File: src/rtl/display_timing_gen.sv
// display_timing_gen: VGA raster timing (640x480@60 by default).
// Column/row counters advance on the pixel enable; sync and active-video
// qualifiers are registered from the decode of the next counter values, so
// they line up with pixCol/pixRow in the same cycle.
// Optional build macro: DTG_ICON_ALIGN_EN adds one clk of delay to
// hSync/vSync/videoOn to line up with the registered icon stage.
module display_timing_gen #(
  parameter int unsigned H_ACTIVE    = 640,
  parameter int unsigned H_FRONT     = 16,
  parameter int unsigned H_SYNC      = 96,
  parameter int unsigned H_BACK      = 48,
  parameter int unsigned V_ACTIVE    = 480,
  parameter int unsigned V_FRONT     = 10,
  parameter int unsigned V_SYNC      = 2,
  parameter int unsigned V_BACK      = 33,
  parameter bit          SYNC_ACTIVE = 1'b0
) (
  input  logic       clk,
  input  logic       reset,
  input  logic       pixTick,
  output logic [9:0] pixCol,
  output logic [9:0] pixRow,
  output logic       hSync,
  output logic       vSync,
  output logic       videoOn,
  output logic       frameStart
);

  localparam logic [9:0] H_TOTAL  = 10'(H_ACTIVE + H_FRONT + H_SYNC + H_BACK);
  localparam logic [9:0] V_TOTAL  = 10'(V_ACTIVE + V_FRONT + V_SYNC + V_BACK);
  localparam logic [9:0] H_LAST   = H_TOTAL - 10'd1;
  localparam logic [9:0] V_LAST   = V_TOTAL - 10'd1;
  localparam logic [9:0] H_ACT    = 10'(H_ACTIVE);
  localparam logic [9:0] V_ACT    = 10'(V_ACTIVE);
  localparam logic [9:0] HS_FIRST = 10'(H_ACTIVE + H_FRONT);
  localparam logic [9:0] HS_LAST  = 10'(H_ACTIVE + H_FRONT + H_SYNC - 1);
  localparam logic [9:0] VS_FIRST = 10'(V_ACTIVE + V_FRONT);
  localparam logic [9:0] VS_LAST  = 10'(V_ACTIVE + V_FRONT + V_SYNC - 1);
  localparam logic       SYNC_OFF = ~SYNC_ACTIVE;

  logic [9:0] col_q, col_d;
  logic [9:0] row_q, row_d;
  logic       hsync_q, hsync_d;
  logic       vsync_q, vsync_d;
  logic       video_q, video_d;
  logic       frame_q, frame_d;

  // Next counter values; row steps only when the column wraps.
  always_comb begin
    col_d = col_q;
    row_d = row_q;
    if (pixTick) begin
      if (col_q == H_LAST) begin
        col_d = 10'd0;
        row_d = (row_q == V_LAST) ? 10'd0 : row_q + 10'd1;
      end else begin
        col_d = col_q + 10'd1;
      end
    end
  end

  // Qualifier decode of the next position; with no tick this reproduces
  // the current register contents, so everything holds.
  always_comb begin
    hsync_d = ((col_d >= HS_FIRST) && (col_d <= HS_LAST)) ? SYNC_ACTIVE : SYNC_OFF;
    vsync_d = ((row_d >= VS_FIRST) && (row_d <= VS_LAST)) ? SYNC_ACTIVE : SYNC_OFF;
    video_d = (col_d < H_ACT) && (row_d < V_ACT);
    frame_d = pixTick && (col_d == 10'd0) && (row_d == 10'd0);
  end

  // Counter and qualifier registers; reset parks at the last pixel so the
  // first tick lands on (0,0).
  always_ff @(posedge clk) begin
    if (reset) begin
      col_q   <= H_LAST;
      row_q   <= V_LAST;
      hsync_q <= SYNC_OFF;
      vsync_q <= SYNC_OFF;
      video_q <= 1'b0;
      frame_q <= 1'b0;
    end else begin
      col_q   <= col_d;
      row_q   <= row_d;
      hsync_q <= hsync_d;
      vsync_q <= vsync_d;
      video_q <= video_d;
      frame_q <= frame_d;
    end
  end

  assign pixCol     = col_q;
  assign pixRow     = row_q;
  assign frameStart = frame_q;

`ifdef DTG_ICON_ALIGN_EN
  logic hsync_dly_q, vsync_dly_q, video_dly_q;

  // Extra qualifier stage to match the icon stage's one-clk output register.
  always_ff @(posedge clk) begin
    if (reset) begin
      hsync_dly_q <= SYNC_OFF;
      vsync_dly_q <= SYNC_OFF;
      video_dly_q <= 1'b0;
    end else begin
      hsync_dly_q <= hsync_q;
      vsync_dly_q <= vsync_q;
      video_dly_q <= video_q;
    end
  end

  assign hSync   = hsync_dly_q;
  assign vSync   = vsync_dly_q;
  assign videoOn = video_dly_q;
`else
  assign hSync   = hsync_q;
  assign vSync   = vsync_q;
  assign videoOn = video_q;
`endif

endmodule

File: config.mk
export PLATFORM = sky130hd
export DESIGN_NAME = display_timing_gen
export DESIGN_NICKNAME = d
export VERILOG_FILES = /design/src/rtl/display_timing_gen.sv
export SDC_FILE = /design/constraint.sdc
export NUM_CORES = 1
export LEC_CHECK = 0
export ABC_AREA = 1
export CORE_MARGIN = 1.5
export CORE_UTILIZATION = 64
export CTS_BUF_LIST = sky130_fd_sc_hd__clkbuf_8 sky130_fd_sc_hd__clkbuf_16
export DETAILED_ROUTE_END_ITERATION = 8
export DONT_BUFFER_PORTS = 1
export PLACE_DENSITY_LB_ADDON = 0.15
export SKIP_LAST_GASP = 1
export SLEW_MARGIN = 15
export SYNTH_ARGS = -nofsm -noshare
export SYNTH_HDL_FRONTEND = slang
export SYNTH_SLANG_ARGS = --single-unit
File: constraint.sdc
create_clock -name clk -period 4.9 [get_ports clk]
set_clock_uncertainty 0.2 [all_clocks]
set_input_delay 0.98 -clock clk [delete_from_list [all_inputs] [get_ports clk]]
set_output_delay 0.98 -clock clk [all_outputs]
set_load 0.1 [all_outputs]
Word level (Yosys, flattened, before mapping)

Cells that the tools add are included.

Input bits: 3
Word-level logic and storage cells: 30
Output and inout bits: 24
Bits in registers: 24

Order comparisons: 6
Add/sub/neg operators: 2
Reductions and logical operators: 7
Equality and inequality tests: 2
Multiplexer cells: 7

Operator list:

| cell                    | count |
|---|---|
| $mux W10                | 5 |
| $add A10 B1 Y10 const B | 2 |
| $eq A10 B10 Y1 const B  | 2 |
| $logic_not A10 Y1       | 2 |
| $ge A10 B10 Y1 const B  | 1 |
| $ge A10 B9 Y1 const B   | 1 |
| $le A10 B10 Y1 const B  | 1 |
| $le A10 B9 Y1 const B   | 1 |
| $lt A10 B10 Y1 const B  | 1 |
| $lt A10 B9 Y1 const B   | 1 |
| $logic_and A1 B1 Y1     | 5 |
| $mux W1                 | 2 |

Depth between registers and ports, before layout

Word-level depth: 7
Gate-level depth with buffers: 14
Mapped depth without buffers: 14

Worst setup path before layout

Ideal clock, no wire load.

Kind: register to register
Start point: register col_q[0], in the netlist pixCol[0]
End point: register vsync_q, in the netlist vSync
Required time: 4.576 ns
Period minus slack after synthesis: 2.638 ns
Cell stages (with the launch flop): 10
Path slack: 2.262 ns
Arrival time: 2.314 ns
Path buffers: 1
Setup time: 0.124 ns
Cell sequence: dfxtp_1 ha_1 nand4_2 nor2_4 buf_6 nand4_1 nand3_2 nand2_1 nor2_2 nand3_1

Cells in the longest elaborated chain, start to end: 6
Elaborated cells between the ends (all ways): 7
Classes of those cells: 2 x order compare; 1 x eq/ne; 3 x mux; 1 x reduce/logical

Ends and longest elaborated chain:

| what                                                  | RTL line | text |
|---|---|---|
| start: declaration                                    | 41       | `logic [9:0] col_q, col_d;` |
| start signal: assignment                              | 82       | `col_q <= col_d;` |
| $eq A10 B10 Y1 (*)                                    | 53       | `if (col_q == H_LAST) begin` |
| $mux W10 (*)                                          | 53       |  |
| $mux W10 (*)                                          | 52       | `if (pixTick) begin` |
| $ge A10 B9 Y1 / $le A10 B9 Y1 (equally long branches) | 66       | `vsync_d = ((row_d >= VS_FIRST) && (row_d <= VS_LAST)) ? SYNC_ACTIVE : SYNC_OFF;` |
| $logic_and A1 B1 Y1 (*)                               | 66       |  |
| $mux W1 (*)                                           | 66       |  |
| end signal: assignment                                | 85       | `vsync_q <= vsync_d;` |
| end: declaration                                      | 44       | `logic vsync_q, vsync_d;` |

Mark *: on every way between the ends. The rest lies on a longest branch, timed or not.
A chain may end at the register's enable or synchronous reset.

Final worst setup path

Same ends and word-level chain as after synthesis.

==> out/metrics.yaml <==
coreArea_um2: 2430
clk_latency_ps: 270
antenna_cells: 0
synth_warnings: 0
r2r_slack_ps: 1970
dieArea_um2: 2830
drc: 2
path_cells: "ha_1 > nand4_2 > nor2_4 > nand3_1 > nand3_2 > nand2_1 > nor2_2 > nand3_1"
hpwl_um: 2950
grt_max_degree: 22
path_delay_family: "simple AND/OR/NAND/NOR gates"
reg2regPathDepth: 8
fin_area_um2: 1700
fin_nets: 269
p_per_area_nw_per_um2: 412
worstPathArrival_ps: 2890
cts_tree: "yes"
tns_ps: 0
grt_pass1_vias: 1433
seq_power_share: 0.500
dieWidth_um: 53.2
combPwrFrac: 0.250
vias_per_cell: 5.57
period_minus_slack_ps: 2930
internal_power_uw: 378
synth-seq-cells: 24
netlist_instances: 261
drive_above_1_share: 0.0878
finalSetupViolCount: 0
yosysTopAreaCellShare: 0.298
endpoint: "vSync"
reg2reg_to: "vSync"
hold_viol: 0
place_area_um2: 1630
p_leak_nw: 0.859
grt-ovfl-total: 0
cts_max_level: 1
path_class: "register to register"
max_stage_delay_ps: 1050
multi_input_area_um2: 975
syn-num-nets: 267
worst-path-buf-inv: 0
switching_share: 0.462
violations: "design-rule violations"
vias: 1627
mostFrequentLayoutCell: "nand2_1"
hp-class: "input pin to register"
drtPass1Iterations: 6
cts_setup_buffers: 0
crit_slowest_cell: "dfxtp_1"
p_switching_uw: 324
dieHeight_um: 53.2
num_rows: 18
layout_common_cells: "nand2_1 (90), inv_1 (30), nand3_1 (30), nor2_1 (30), dfxtp_1 (24)"
ir_drop_v: 0.000372
cp_num_cells: 8
clk_pin_slew_worst_paths_ps: 90
cts_made_buffers: 3
grt_usage: 0.301
worst_pin_slew_ps: 1170
crit_start: "pixCol[0]"
ctsHoldBuffers: 0
start_util: 0.664
path_max_fanout: 14
yosysTopAreaCell: "dfxtp_1"
root_buffer: "clkbuf_8"
portBuffers: 0
synthesis.area_um2: 1610
slew_viol_final: 0
regToRegStartpoint: "pixCol[0]"
status: "complete, but fails checks"
holdWs_ps: 570
antenna_found_initial: 0
grt_setup_unrepaired: "false"
area_delta_synth_final_pct: 5.50
fin_crit_sh: 0.599
syn_area_per_cell_um2: 6.18
clockBufferDepth: 2
yosysSeqAreaShare: 0.298
wl_per_cell_um: 13.3
cp_common_cell: "nand3_1"
yosysUniqueCellTypes: 28
first_iter_violations: 50
maxSlewHeadroom: 0.220
utilization: 0.700
clkPwrFrac: 0.250
ys_top_cells_by_area: "dfxtp_1 (30%), nand2_1 (21%), nand3_1 (9.3%), inv_1 (7.0%), nor2_1 (7.0%)"
drv_cap: 0
grt_pass1_wl_um: 6320
register_area_um2: 480
cts_resized: 0
gp_congestion: 0.900
nFillCells: 239
start_kind: "register"
postRouteAntennaNets: 0
power_uw: 702
wl_um: 3890
required_ps: 4850
end_kind: "register"
cts_num_sinks: 24
fmax_mhz: 341
top_level_ports: 27
-- area by class of cell --
class / count / share of cell area
clock buffer: 3 / 0.0242
clock inverter: 1 / 0.0176
inverter: 33 / 0.0727
multi-input combinational: 199 / 0.572
sequential: 24 / 0.282
tap: 30 / 0.0220
timing repair buffer: 2 / 0.00882
-- through the flow --
stage          std cells  setup slack, ps
2_1_floorplan        261             2260
3_3_place_gp         288             2070
3_5_place_dp         288             1980
4_1_cts              292             1960
5_1_grt              292             1770
6_report             292             1970
-- synth_stat cells --
cell type / number
a21oi_1: 5
a21oi_2: 1
a31o_2: 1
buf_2: 1
buf_4: 2
buf_6: 1
clkbuf_1: 1
clkinv_1: 3
dfxtp_1: 24
ha_1: 3
inv_1: 30
nand2_1: 90
nand2_4: 1
nand3_1: 30
nand3_2: 3
nand3_4: 1
nand3b_1: 1
nand4_1: 11
nand4_2: 1
nor2_1: 30
nor2_2: 4
nor2_4: 4
nor3_1: 3
o21a_1: 1
o21ai_0: 4
o21ai_1: 2
or2_2: 1
xor2_1: 2
-- power by group through the flow --
stage,clock network [mW],registers (mW),logic [mW]
6_report,0.176,0.351,0.175
5_1_grt,0.181,0.355,0.198
4_1_cts,0.178,0.351,0.174
3_5_place_dp,0,0.355,0.173
3_3_place_gp,0,0.355,0.170
2_1_floorplan,0,0.348,0.151
-- routing by layer --
metal	track usage	wire, µm
met3	0.0847	284
met4	0.0769	26
met1	0.403	1790
met2	0.471	1790
met5	0	0
-- registers in the layout, indices dropped and copies added, names as in the netlist --
signal	cells
pixCol	10
hSync	1
vSync	1
videoOn	1
frameStart	1
pixRow	10
-- worst register-to-register path, stage by stage, from the launching register on --
cell and delay, ps:
dfxtp_1 1050, ha_1 390, nand4_2 140, nor2_4 360
nand3_1 230, nand3_2 160, nand2_1 70, nor2_2 120
nand3_1 90
-- cells by family (layout without fill, tap and decap cells) --
| group | Yosys count | after routing | share of synthesized area |
|---|---|---|---|
| flip-flops | 24 | 24 | 0.298 |
| AND/OR/NAND/NOR | 180 | 180 | 0.520 |
| buffers and inverters | 38 | 39 | 0.0984 |
| XOR/XNOR | 2 | 2 | 0.0109 |
| AO/OA/AOI/OAI | 14 | 14 | 0.0496 |
| adder cells (fa/ha/maj) | 3 | 3 | 0.0233 |
-- how the worst min path moves through the flow --
stage,cells after the start,start,endpoint,slack [ps]
floorplan,3,pixRow[0],pixRow[0],780
global placement,3,pixRow[5],pixRow[5],620
detailed placement,3,pixRow[5],pixRow[5],630
CTS,1,reset,pixCol[6],570
global route,1,reset,pixCol[5],570
finish,1,reset,pixCol[6],570
No activity file was read; power rests on OpenSTA's default activity.
